===== config.mk =====
export PLATFORM = sky130hd
export DESIGN_NAME = lab3_serial_sub
export DESIGN_NICKNAME = d
export VERILOG_FILES = /design/src/rtl/lab3_serial_sub.sv
export SDC_FILE = /design/constraint.sdc
export NUM_CORES = 1
export LEC_CHECK = 0
export CORE_MARGIN = 4
export CORE_UTILIZATION = 57
export CTS_CLUSTER_SIZE = 28
export DETAILED_ROUTE_END_ITERATION = 10
export PLACE_DENSITY = 0.84
export SLEW_MARGIN = 20
export SYNTH_ARGS = -nofsm -noshare
export SYNTH_HDL_FRONTEND = slang
export SYNTH_SLANG_ARGS = --single-unit

===== constraint.sdc =====
create_clock -name clk -period 4.99 [get_ports clk]
set_input_delay 0.7485 -clock clk [delete_from_list [all_inputs] [get_ports clk]]
set_output_delay 0.7485 -clock clk [all_outputs]
set_load 0.005 [all_outputs]

===== src/rtl/lab3_serial_sub.sv =====
//==============================================================================
// Module  : lab3_serial_sub
// Brief   : Nibble-serial wide subtractor, D = X - Y - Bin, with a registered
//           borrow between nibbles and a start/busy/done handshake.
// Revision: 1.0  initial release
//==============================================================================
`default_nettype none

module lab3_serial_sub #(
    parameter int NIB = 4
) (
    input  logic             clk,
    input  logic             rst_n,
    input  logic             start,
    input  logic [4*NIB-1:0] X,
    input  logic [4*NIB-1:0] Y,
    input  logic             Bin,
    output logic             busy,
    output logic             done,
    output logic [4*NIB-1:0] D,
    output logic             Bout
);

    localparam int c_w  = 4 * NIB;
    localparam int c_iw = (NIB > 1) ? $clog2(NIB) : 1;
    localparam logic [c_iw-1:0] c_last = c_iw'(NIB - 1);

    typedef enum logic [1:0] {
        ST_IDLE = 2'd0,
        ST_RUN  = 2'd1,
        ST_DONE = 2'd2
    } state_t;

    state_t            r_state;
    state_t            w_next;
    logic [c_w-1:0]    r_x;
    logic [c_w-1:0]    r_y;
    logic [c_w-1:0]    r_res;
    logic [c_w-1:0]    r_d;
    logic [c_iw-1:0]   r_idx;
    logic              r_b;
    logic              r_bout;

    logic              w_accept;
    logic              w_last;
    logic [c_iw+1:0]   w_base;
    logic [3:0]        w_xn;
    logic [3:0]        w_yn;
    logic [3:0]        w_g;
    logic [3:0]        w_p;
    logic [4:0]        w_b;
    logic [3:0]        w_dn;
    logic [c_w-1:0]    w_res_full;

    assign w_accept = start && ((r_state == ST_IDLE) || (r_state == ST_DONE));
    assign w_last   = (r_idx == c_last);
    assign w_base   = {r_idx, 2'b00};
    assign w_xn     = r_x[w_base +: 4];
    assign w_yn     = r_y[w_base +: 4];

    // Borrow-lookahead slice: every internal borrow is a flat function of b0.
    assign w_g  = ~w_xn & w_yn;
    assign w_p  = ~(w_xn ^ w_yn);
    assign w_b[0] = r_b;
    assign w_b[1] = w_g[0] | (w_p[0] & r_b);
    assign w_b[2] = w_g[1] | (w_p[1] & w_g[0]) | (w_p[1] & w_p[0] & r_b);
    assign w_b[3] = w_g[2] | (w_p[2] & w_g[1]) | (w_p[2] & w_p[1] & w_g[0])
                  | (w_p[2] & w_p[1] & w_p[0] & r_b);
    assign w_b[4] = w_g[3] | (w_p[3] & w_g[2]) | (w_p[3] & w_p[2] & w_g[1])
                  | (w_p[3] & w_p[2] & w_p[1] & w_g[0])
                  | (w_p[3] & w_p[2] & w_p[1] & w_p[0] & r_b);
    assign w_dn = w_xn ^ w_yn ^ w_b[3:0];

    always_comb begin
        w_res_full = r_res;
        w_res_full[w_base +: 4] = w_dn;
    end

    always_ff @(posedge clk or negedge rst_n) begin
        if (!rst_n) begin
            r_state <= ST_IDLE;
        end else begin
            r_state <= w_next;
        end
    end

    always_comb begin
        w_next = r_state;
        case (r_state)
            ST_IDLE: if (start) w_next = ST_RUN;
            ST_RUN:  if (w_last) w_next = ST_DONE;
            ST_DONE: w_next = start ? ST_RUN : ST_IDLE;
            default: w_next = ST_IDLE;
        endcase
    end

    // Outputs D/Bout only move on the final nibble so they hold across IDLE and RUN.
    always_ff @(posedge clk or negedge rst_n) begin
        if (!rst_n) begin
            r_x    <= '0;
            r_y    <= '0;
            r_res  <= '0;
            r_d    <= '0;
            r_idx  <= '0;
            r_b    <= 1'b0;
            r_bout <= 1'b0;
        end else if (w_accept) begin
            r_x   <= X;
            r_y   <= Y;
            r_b   <= Bin;
            r_idx <= '0;
            r_res <= '0;
        end else if (r_state == ST_RUN) begin
            r_res <= w_res_full;
            r_b   <= w_b[4];
            if (w_last) begin
                r_d    <= w_res_full;
                r_bout <= w_b[4];
            end else begin
                r_idx <= r_idx + c_iw'(1);
            end
        end
    end

    assign busy = (r_state == ST_RUN);
    assign done = (r_state == ST_DONE);
    assign D    = r_d;
    assign Bout = r_bout;

endmodule

`default_nettype wire


Yosys cells after proc, flatten, opt, wreduce, memory -nomap -nowiden

Cells that the tools add are included.

$add $sub $neg: 2
Eq/ne operators: 6
Shift-type cells: 4
Muxes and demuxes: 12
Bitwise gates (word level): 32
Reductions and logical operators: 7

Operator list:

| operator                                              | number |
|---|---|
| 2-to-1 mux 16 bit                                     | 2 |
| variable part select 16 x 5 -> 4 bit                  | 2 |
| AND 1 bit                                             | 16 |
| bitwise mux 16 bit                                    | 1 |
| variable shift 4 x 6 -> 16 bit, first input constant  | 1 |
| variable part select 4 x 6 -> 16 bit                  | 1 |
| 2-to-1 mux 2 bit                                      | 5 |
| bitwise OR 1 bit                                      | 10 |
| NOT 4 bit                                             | 2 |
| bitwise XOR 4 bit                                     | 2 |
| negator 4 -> 6 bit                                    | 1 |
| case mux 2 bit (3 select lines)                       | 1 |
| AND 4 bit                                             | 1 |
| == test 2 bit, second input constant                  | 2 |
| inequality test 2 bit, second input constant          | 2 |
| AND reduction 2 bit                                   | 2 |
| 2-to-1 mux 1 bit                                      | 3 |
| AND reduction 3 bit                                   | 1 |
| adder 2 x 1 -> 2 bit, second input constant           | 1 |
| == test 2 x 1 -> 1 bit, second input constant         | 1 |
| logical NOT 2 bit                                     | 1 |
| inequality test 2 x 1 -> 1 bit, second input constant | 1 |
| nonzero test 2 bit                                    | 1 |
| logical AND 1 bit                                     | 1 |
| other kinds (2)                                       | 2 |

Register bits after elaboration: 70
Logic and storage cells: 71

Longest topological paths before layout

Gate-level depths: netlist of run 1.

Depth after elaboration: 12
Gate-level depth with buffers: 8
Gate-level depth less buffers: 7

Least setup slack after synthesis of run 1

OpenSTA, ideal clock, no wires.

Path kind: reg-to-reg
Start: register r_idx[0]
End: register r_d[11], in the netlist D[11]
Setup time: 0.135 ns
Arrival time: 2.344 ns
Required time: 4.855 ns
Slack: 2.511 ns
Stages on the path, launching flop included: 8
Clock period less this slack: 2.479 ns
Path through: dfrtp_1 -> buf_6 -> mux4_2 -> ha_1 -> a211oi_2 -> o21bai_2 -> xor2_2 -> o31ai_1

Longest elaborated chain between the ends: 10

RTL lines:

| element                                                        | RTL line   | RTL |
|---|---|---|
| from (decl)                                                    | 40         | `logic [c_iw-1:0] r_idx;` |
| from (signal assigned)                                         | 120        | `r_idx <= r_idx + c_iw'(1);` |
| variable part select 16 x 5 -> 4 bit, on equally long branches | 58, 59     |  |
| bitwise XOR 4 bit / NOT 4 bit (equally long branches)          | 63, 72, 62 |  |
| NOT 4 bit / AND 4 bit (equally long branches)                  | 63, 62     |  |
| AND 1 bit, on equally long branches                            | 67, 68     |  |
| bitwise OR 1 bit, or another cell as far along                 | 67         | `assign w_b[3] = w_g[2] \| (w_p[2] & w_g[1]) \| (w_p[2] & w_p[1] & w_g[0])` |
| bitwise OR 1 bit / AND 1 bit (equally long branches)           | 67, 68     |  |
| bitwise OR 1 bit                                               | 68         | `\| (w_p[2] & w_p[1] & w_p[0] & r_b);` |
| bitwise XOR 4 bit                                              | 72         | `assign w_dn = w_xn ^ w_yn ^ w_b[3:0];` |
| variable part select 4 x 6 -> 16 bit                           | 76         | `w_res_full[w_base +: 4] = w_dn;` |
| bitwise mux 16 bit                                             | 76         |  |
| to (signal assigned)                                           | 117        | `r_d <= w_res_full;` |
| to (decl)                                                      | 39         | `logic [c_w-1:0] r_d;` |

Several ways; a longest one is shown, not always the timed one.
A chain may end at the register's enable or synchronous reset.

Worst setup path after layout of run 1

Start: register r_idx[1]
End: register r_d[4], in the netlist D[4]

Same word-level chain as after synthesis.

==> impl_metrics.yaml, run 1 <==
status:
  status: "finished clean"
die:
  die_height_um: 85.1
  die_w_um: 85.1
  placeableCoreArea_um2: 5640
  floorplan.io_pins: 55
  placement_rows: 27
  floorplan.initialDensity: 0.600
  fp.dieArea_um2: 7240
sta:
  timing.slew.headroom: 0.438
  fin_skew_ns: 0.0104
  layout_min_cycle_time_ns: 2.81
  finalWorstSetupSlack_ns: 2.18
  rsz0062_at_grt: "false"
  finalSetupTns_ns: 0
  finalHoldViolations: 0
  max_slew.worst_pin.slew_ns: 0.843
  timing.final.max_slew_violations: 0
  finalSetupViolCount: 0
  min_period_over_period: 0.562
  achievable-frequency_mhz: 356
cts:
  worstSkewPairLatency_ns: 0.34
  clock_path_buffers: 2
  cts_tree: "yes"
  number_of_cts_inserted_buffers: 9
  cts.reportedPaths.clkPinSlew_ns: 0.07
  ctsRootBufferMaster: "clkbuf_8"
  post-cts-setup-buffers: 0
  post_cts_resized: 0
  post_cts_hold_buffer_count: 0
  clock_tree.htree_level_count: 3
  clock_sinks: 70
power:
  power.leakage_nw: 1.92
  worst_ir_drop_vdd_v: 0.000476
  total_power_mw: 3.01
  powerDensity_nw_per_um2: 726
setup_path:
  critPathArrivalTime_ns: 3.03
  ff2ff_path_depth: 5
  timing_worst_setup_path_type: "reg2reg"
  timing.critical_path.buf_inv: 1
  worst_r2r_endpoint: "D[4]$_DFFE_PN0P_"
  critical_path_peak_fanout: 24
  critPathCapture: "D[4]$_DFFE_PN0P_"
  critPathLaunchType: "flip-flop"
  timing.critical_path.to_type: "flip-flop"
  timing.critical_path.from: "r_idx[1]$_DFFE_PN0P_"
  slowest_stage: "inv_1"
  critical_path.cell_chain: "ha_1 > nand3b_1 > inv_1 > o221ai_1 > o21a_1"
  worstSetupPathDepth: 5
  critPathTopFamily: "buffers and inverters"
  setup.reg_to_reg.worst_slack_ns: 2.18
  worst_r2r_startpoint: "r_idx[1]$_DFFE_PN0P_"
  cp.required_ns: 5.22
  largest_stage_delay_on_the_critical_path_ns: 0.80
synth:
  synth_seq_cells: 70
  synth_cells: 337
  dominantRegCellSynth: "dfrtp_1"
  avgSynthCellArea_um2: 10.0
  yosysSeqAreaShare: 0.517
  synthesis.nets: 384
  post_synth_num_cell_types: 40
  async_reset_ff_frac: 1.00
  ys_warn_count: 0
  mappedNetlistArea_um2: 3390
  synth_edf_count: 0
global_route:
  grt_antenna_before_repair: 0
  globalRoute.totalOverflow: 0
  grt_pass1_wl_um: 12500
  largest_net_degree_at_the_start_of_global_routing: 71
  via_count_of_the_first_global_routing_pass: 2657
  groute.usage.overall: 0.219
layout:
  num-nets-final: 438
  synthToLayoutAreaGrowth_pct: 22.6
  fin_cells: 468
  mostFrequentLayoutCells: "nand2_1 (118), dfrtp_1 (70), clkdlybuf4s50_1 (53), nor2_1 (16), inv_1 (14)"
  fraction_of_final_layout_cells_sized_beyond_drive_strength_1: 0.101
  mostFrequentLayoutCell: "nand2_1"
  design_area_um2: 4150
  antenna-diode-count: 0
placement:
  dpl_cell_area_um2: 3970
  detailedPlacementHpwl_um: 5340
  place_ws_ns: 2.21
  post-place-cells: 452
  globalplace.congestion: 0.874
  io_buffers: 54
worst_hold_path:
  min_path_type: "reg2reg"
detailed_routing:
  drcViolationCount: 0
  route.vias.total: 2625
  route.detailed.vias_per_inst: 5.61
  drt_iter0_drc: 247
  drt_pass1_iterations: 4
  finalWirelength_um: 7440
  route.antenna.remaining_nets: 0
  route.detailed.wl_per_inst_um: 15.9
run:
  max-cap-violations: 0
[how the worst min path moves through the flow]
| stage | depth (start not counted) | to | from | slack (ns) |
|---|---|---|---|---|
| after global routing | 2 | r_x[9]$_DFFE_PN0P_ | r_x[9]$_DFFE_PN0P_ | 0.50 |
| after global placement | 2 | r_y[6]$_DFFE_PN0P_ | r_y[6]$_DFFE_PN0P_ | 0.45 |
| after detailed placement | 2 | r_x[12]$_DFFE_PN0P_ | r_x[12]$_DFFE_PN0P_ | 0.46 |
| final | 2 | r_y[13]$_DFFE_PN0P_ | r_y[13]$_DFFE_PN0P_ | 0.47 |
| after CTS | 2 | r_x[12]$_DFFE_PN0P_ | r_x[12]$_DFFE_PN0P_ | 0.48 |
| after floorplan | 2 | r_x[4]$_DFFE_PN0P_ | r_x[4]$_DFFE_PN0P_ | 0.44 |
[Yosys cell counts (all sizes together), types with 2 or more instances]
cell       n  area, um2
dfrtp     70       1750
o31ai      8       65.1
clkbuf     6       22.5
o21a       4       30.0
a22o       4       35.0
nor2b      2       12.5
and3       4       25.0
ha        10        125
nand4bb    3       33.8
buf        9       50.0
a32o       4       41.3
nor2      16       60.1
o21ai     13       65.1
o221ai     4       35.0
a211oi     2       25.0
nand3      2       10.0
inv       17       66.3
nor4       3       63.8
a21oi     13       65.1
a221oi     5       43.8
nand2    118        443
nand2b     3       18.8
mux4       8        184
[state kept, by name, indices dropped and copies added (netlist names)]
signal / cells
Bout: 1
D: 16
r_y: 16
r_state: 2
r_res: 16
r_idx: 2
r_x: 16
r_b: 1
[cells by family after synthesis]
family / after synthesis / share of synthesized area
xor gates and xnor gates: 2 / 0.00739
muxes: 8 / 0.0543
buffers and inverters: 32 / 0.0410
and+or+nand+nor: 155 / 0.212
AOI/OAI and AO/OA: 59 / 0.125
adders and majority gates: 11 / 0.0429
DFF: 70 / 0.517
[layer usage]
metal / track usage / vias up / part of all wire
met1: 0.294 / 1270 / 0.43
met2: 0.356 / 84 / 0.49
li1: - / 1254 / -
met4: 0.0878 / 0 / 0.019
met3: 0.0379 / 17 / 0.053
met5: 0 / - / 0
[power breakdown]
group          switching, mW  internal (mW)
Sequential             0.170          0.826
Combinational          0.957          0.649
Clock                  0.201          0.209
Total                   1.33           1.68
[metrics by stage]
stage          hold WS (ns)   util
2_1_floorplan         0.437      -
3_3_place_gp          0.453  0.704
5_1_grt               0.503  0.736
6_report              0.473  0.736
4_1_cts               0.477  0.736
3_5_place_dp          0.459  0.704
[tightest hold or removal path: cells and delay by family (launching register included)]
family           cells  cell delay [ns]
DFF                  1             0.34
and+or+nand+nor      2             0.10
[final cells by class]
type	count	area, um2
Inverter	17	66.3
Sequential cell	70	1750
Multi-Input combinational cell	235	1500
Tap cell	72	90.1
Clock buffer	14	163
Clock inverter	2	16.3
Fill cell	420	1490
Timing Repair Buffer	58	566
Power figures use the tool's default switching activity.
==> run 2, diff against run 1 <==
--- a/config.mk
+++ b/config.mk
@@ -6,10 +6,10 @@
 export NUM_CORES = 1
 export LEC_CHECK = 0
 export CORE_MARGIN = 4
-export CORE_UTILIZATION = 57
+export CORE_UTILIZATION = 48
 export CTS_CLUSTER_SIZE = 28
 export DETAILED_ROUTE_END_ITERATION = 10
-export PLACE_DENSITY = 0.84
+export PLACE_DENSITY = 0.76
 export SLEW_MARGIN = 20
 export SYNTH_ARGS = -nofsm -noshare
 export SYNTH_HDL_FRONTEND = slang
==> constraint.sdc (replaced) <==
create_clock -name clk -period 2.46 [get_ports clk]
set_input_delay 0.369 -clock clk [delete_from_list [all_inputs] [get_ports clk]]
set_output_delay 0.369 -clock clk [all_outputs]
set_load 0.005 [all_outputs]
==> run 2 against run 1 <==
  * First-iteration DRC count is 24% lower
  * Clock-buffer cell count is 1 lower
  * Utilization is 10 points lower
  * Fmax is 17% higher
  * Sequential share of layout area is 1.6 points lower
  * Setup slack worse by 2.1 ns
  * Total power is 120% higher
  * Final area is 3.9% higher
  * Critical path depth is 1 higher
  * Combinational power is 150% higher
  * Register-to-register slack worse by 2.1 ns
  * Sequential power is 100% higher
==> impl_metrics.yaml, run 2 (synthesis results as in run 1) <==
sta:
  min_period_over_period: 0.973
  rsz0062_at_grt: "true"
  timing.final.max_slew_violations: 0
  finalSetupTns_ns: 0
  fin_skew_ns: 0.0115
  achievable-frequency_mhz: 418
  layout_min_cycle_time_ns: 2.39
  max_slew.worst_pin.slew_ns: 0.540
  finalWorstSetupSlack_ns: 0.0662
  timing.slew.headroom: 0.640
  finalSetupViolCount: 0
  finalHoldViolations: 0
global_route:
  grt.met1_usage: 0.247
  grt-busiest-layer: "met2"
  use_met2: 0.321
  grt_pass1_wl_um: 12800
  groute.usage.overall: 0.193
  grt_antenna_before_repair: 0
  largest_net_degree_at_the_start_of_global_routing: 36
  via_count_of_the_first_global_routing_pass: 2664
  groute.layer.met3.usage: 0.0525
  globalRoute.totalOverflow: 0
detailed_routing:
  route.detailed.vias_per_inst: 5.28
  route.detailed.wl_per_inst_um: 15.3
  drt_pass1_iterations: 4
  route.vias.total: 2646
  drcViolationCount: 0
  finalWirelength_um: 7660
  route.antenna.remaining_nets: 0
  drt_iter0_drc: 187
cts:
  ctsRootBufferMaster: "clkbuf_8"
  post-cts-setup-buffers: 0
  post_cts_hold_buffer_count: 0
  clock_sinks: 70
  clock_path_buffers: 2
  clock_tree.htree_level_count: 3
  cts.reportedPaths.clkPinSlew_ns: 0.07
  number_of_cts_inserted_buffers: 9
  worstSkewPairLatency_ns: 0.33
  cts_tree: "yes"
setup_path:
  critPathArrivalTime_ns: 2.60
  setup.reg_to_reg.worst_slack_ns: 0.07
  critical_path_peak_fanout: 5
  slowest_stage: "mux4_2"
  timing.critical_path.to_type: "flip-flop"
  timing_worst_setup_path_type: "reg2reg"
  largest_stage_delay_on_the_critical_path_ns: 0.55
  critical_path.cell_chain: "mux4_2 > ha_1 > a211oi_4 > nor2_1 > o31ai_1 > a21oi_1"
  cp.required_ns: 2.67
  critPathLaunchType: "flip-flop"
layout:
  fraction_of_final_layout_cells_sized_beyond_drive_strength_1: 0.148
  mostFrequentLayoutCells: "nand2_1 (118), dfrtp_1 (69), clkdlybuf4s50_1 (53), nor2_1 (15), buf_4 (14)"
  fin_cells: 501
  synthToLayoutAreaGrowth_pct: 27.4
  mostFrequentLayoutCell: "nand2_1"
  utilization: 0.631
  antenna-diode-count: 0
  num-nets-final: 448
placement:
  place_ws_ns: -0.000859
  io_buffers: 54
  post-place-cells: 486
  detailedPlacementHpwl_um: 5690
  globalplace.congestion: 0.856
run:
  max-cap-violations: 0
die:
  placement_rows: 30
  floorplan.initialDensity: 0.496
  die_height_um: 92.0
  die_w_um: 92.0
  placeableCoreArea_um2: 6830
  floorplan.io_pins: 55
  fp.dieArea_um2: 8460
power:
  worst_ir_drop_vdd_v: 0.00101
  power.leakage_nw: 1.98
  powerDensity_nw_per_um2: 1560
status:
  status: "finished clean"
worst_hold_path:
  min_path_type: "in2async"
run 2: changes by cell type in the layout (fill, tap and decap cells not counted), moves of 2 or more:
| cell | change |
|---|---|
| o31ai_2 | +4 |
| o31ai_1 | -4 |
| clkinv_2 | +2 |
| buf_4 | +10 |
run 2: area by class of cell:
cell class,count,area (um2)
well taps,96,120
clock inverters,2,10.0
repair buffers,68,641
inverters,17,66.3
clock buffers,13,149
multi-input cells,235,1570
flip-flops and latches,70,1750
fillers,578,2520
run 2: power by group:
part	internal [mW]	total [mW]	switching (mW)
combinational	1.71	3.95	2.23
clock	0.386	0.775	0.389
sequential	1.68	2.03	0.346
total	3.78	6.75	2.97
run 2: through the flow:
step	total power, mW	cell area, um2	hold slack, ns
after floorplan	4.22	3390	0.0734
after global placement	5.40	4080	0.379
after detailed placement	5.52	4080	0.378
after CTS	6.44	4260	0.0117
after global routing	7.24	4310	0.0381
final	6.75	4310	0.00667
run 2: repair_timing:
item / 4_1_cts / 5_1_grt
setup endpoints to repair: 2 / 17
gates resized for setup: 2 / 13
pin swaps: 0 / 3
run 2: routing by layer:
| metal | vias up | routed length [um] | share of wire |
|---|---|---|---|
| met4 | 0 | 114 | 0.015 |
| met3 | 12 | 386 | 0.050 |
| li1 | 1271 | - | - |
| met2 | 73 | 3800 | 0.50 |
| met5 | - | 0 | 0 |
| met1 | 1290 | 3360 | 0.44 |
run 2: worst paths after layout:
path / start / end / cells past startpoint
min in group clk: r_y[10]$_DFFE_PN0P_ / r_y[10]$_DFFE_PN0P_ / 2
max reg2reg: r_idx[0]$_DFFE_PN0P_ / D[6]$_DFFE_PN0P_ / 6
min reg2reg: r_y[10]$_DFFE_PN0P_ / r_y[10]$_DFFE_PN0P_ / 2
min: rst_n / Bout$_DFFE_PN0P_ / 1
max in group asynchronous: rst_n / D[12]$_DFFE_PN0P_ / 2
max: r_idx[0]$_DFFE_PN0P_ / D[6]$_DFFE_PN0P_ / 6
run 2: worst max-delay path: cells and delay by family (launching register included):
family / cells / cell delay, ns
DFF: 1 / 0.43
muxes: 1 / 0.55
adders and majority gates: 1 / 0.34
AOI/OAI and AO/OA: 3 / 0.77
and+or+nand+nor: 1 / 0.16
==> run 3, diff against run 2 <==
--- a/config.mk
+++ b/config.mk
@@ -7,10 +7,9 @@
 export LEC_CHECK = 0
 export CORE_MARGIN = 4
 export CORE_UTILIZATION = 48
-export CTS_CLUSTER_SIZE = 28
 export DETAILED_ROUTE_END_ITERATION = 10
+export MAX_ROUTING_LAYER = met4
 export PLACE_DENSITY = 0.76
-export SLEW_MARGIN = 20
 export SYNTH_ARGS = -nofsm -noshare
 export SYNTH_HDL_FRONTEND = slang
 export SYNTH_SLANG_ARGS = --single-unit
==> run 3 against run 2 <==
  * Final area unchanged
  * Via count decreased by 0.83%
  * Clock power barely moved
  * Global-route usage rose by 0.56 points
  * Cell count unchanged
  * Sequential power about the same
  * Utilization is the same
  * Non-clock buffer count unchanged
  * Critical path type unchanged
  * Largest cell class unchanged
==> impl_metrics.yaml, run 3 (synthesis results as in run 1) <==
global_route:
  globalRoute.totalOverflow: 0
  grt-busiest-layer: "met2"
  via_count_of_the_first_global_routing_pass: 2672
  groute.layer.met3.usage: 0.0525
  groute.usage.overall: 0.199
  grt_antenna_before_repair: 0
  grt_pass1_wl_um: 12800
  use_met2: 0.321
  largest_net_degree_at_the_start_of_global_routing: 36
  grt.met1_usage: 0.247
cts:
  cts.reportedPaths.clkPinSlew_ns: 0.07
  post_cts_hold_buffer_count: 0
  clock_sinks: 70
  clock_tree.htree_level_count: 3
  number_of_cts_inserted_buffers: 9
  worstSkewPairLatency_ns: 0.33
  clock_path_buffers: 2
  cts_tree: "yes"
  ctsRootBufferMaster: "clkbuf_8"
sta:
  layout_min_cycle_time_ns: 2.40
  finalSetupViolCount: 0
  finalWorstSetupSlack_ns: 0.0633
  achievable-frequency_mhz: 417
  finalHoldViolations: 0
  min_period_over_period: 0.974
  max_slew.worst_pin.slew_ns: 0.539
  timing.slew.headroom: 0.641
  timing.final.max_slew_violations: 0
  rsz0062_at_grt: "true"
  hold-worst-slack_ns: 0.0104
  fin_skew_ns: 0.00850
placement:
  place_ws_ns: -0.000859
  detailedPlacementHpwl_um: 5690
  globalplace.congestion: 0.869
  io_buffers: 54
  dpl_cell_area_um2: 4080
layout:
  mostFrequentLayoutCell: "nand2_1"
  antenna-diode-count: 0
  synthToLayoutAreaGrowth_pct: 27.4
  num-nets-final: 448
  design_area_um2: 4310
  mostFrequentLayoutCells: "nand2_1 (118), dfrtp_1 (69), clkdlybuf4s50_1 (53), nor2_1 (15), buf_4 (14)"
  fraction_of_final_layout_cells_sized_beyond_drive_strength_1: 0.148
die:
  floorplan.io_pins: 55
  placeableCoreArea_um2: 6830
  fp.dieArea_um2: 8460
  die_w_um: 92.0
  placement_rows: 30
  die_height_um: 92.0
  floorplan.initialDensity: 0.496
power:
  sequentialPowerShare: 0.301
  power_frac_clock: 0.115
  total_power_mw: 6.73
  internal_power_mw: 3.78
  switching_share: 0.439
  power.leakage_nw: 1.98
  powerDensity_nw_per_um2: 1560
  worst_ir_drop_vdd_v: 0.00100
  combinationalPowerShare: 0.584
  p_switching_mw: 2.95
status:
  status: "finished clean"
detailed_routing:
  drt_pass1_iterations: 4
  route.detailed.vias_per_inst: 5.24
  route.detailed.wl_per_inst_um: 15.3
  route.vias.total: 2624
  finalWirelength_um: 7640
  drt_iter0_drc: 201
  route.antenna.remaining_nets: 0
  drcViolationCount: 0
setup_path:
  timing_worst_setup_path_type: "reg2reg"
  critPathLaunchType: "flip-flop"
  critical_path.cell_chain: "mux4_2 > ha_1 > a211oi_4 > nor2_1 > o31ai_1 > a21oi_1"
  timing.critical_path.to_type: "flip-flop"
  largest_stage_delay_on_the_critical_path_ns: 0.55
  timing.critical_path.from: "r_idx[0]$_DFFE_PN0P_"
  cp.required_ns: 2.67
  critical_path_peak_fanout: 5
  critPathArrivalTime_ns: 2.60
  worst_r2r_startpoint: "r_idx[0]$_DFFE_PN0P_"
  slowest_stage: "mux4_2"
worst_hold_path:
  min_path_type: "in2async"
run:
  max-cap-violations: 0
-- run 3: cell counts in the layout (fill, tap and decap cells not counted) --
No cell type changed its count.
-- run 3: timing repair --
action | 4_1_cts | 5_1_grt
resized for setup | 2 | 13
pin swaps | 0 | 3
buffers inserted | 0 | 0
setup endpoints to repair | 2 | 17
-- run 3: final cells by class --
| class | count | area, um2 |
|---|---|---|
| fill | 578 | 2520 |
| clock buffer | 13 | 149 |
| tap | 96 | 120 |
| clock inverter | 2 | 10.0 |
| inverter | 17 | 66.3 |
| sequential | 70 | 1750 |
| multi-input combinational | 235 | 1570 |
| timing repair buffer | 68 | 641 |
-- run 3: worst max-delay path, delay by kind of cell (launching register included) --
kind	cells	cell delay [ns]
AO/OA/AOI/OAI	3	0.77
multiplexers	1	0.55
adder cells (fa/ha/maj)	1	0.34
AND/OR/NAND/NOR	1	0.16
flip-flops	1	0.43
-- run 3: routing by layer --
layer | up-vias | part of all wire
met1 | 1266 | 0.44
met5 | - | 0
met2 | 75 | 0.50
li1 | 1272 | -
met3 | 11 | 0.053
met4 | 0 | 0.015
-- run 3: final timing paths --
path	to	slack, ns	cells after the start
worst max-delay path	D[6]$_DFFE_PN0P_	0.06	6
worst min-delay path	Bout$_DFFE_PN0P_	0.01	1
worst max register to register	D[6]$_DFFE_PN0P_	0.06	6
worst min register to register	r_y[10]$_DFFE_PN0P_	0.48	2
max in group asynchronous	D[12]$_DFFE_PN0P_	1.69	2
min in group clk	r_y[10]$_DFFE_PN0P_	0.48	2
-- run 3: stage by stage --
| stage | utilization | TNS, ns | cells |
|---|---|---|---|
| final | 0.631 | 0 | 501 |
| after CTS | 0.623 | 0 | 501 |
| after detailed placement | 0.597 | -0.000859 | 486 |
| after global routing | 0.631 | -0.0186 | 501 |
| after global placement | 0.597 | 0 | 486 |
| after floorplan | - | 0 | 337 |
-- run 3: power by group through the flow --
stage          registers (mW)  clock network, mW  logic, mW
5_1_grt                  2.09              0.848       4.31
4_1_cts                  2.02              0.795       3.62
3_3_place_gp             2.01                  0       3.39
3_5_place_dp             2.03                  0       3.49
6_report                 2.03              0.773       3.93
2_1_floorplan            1.95                  0       2.27
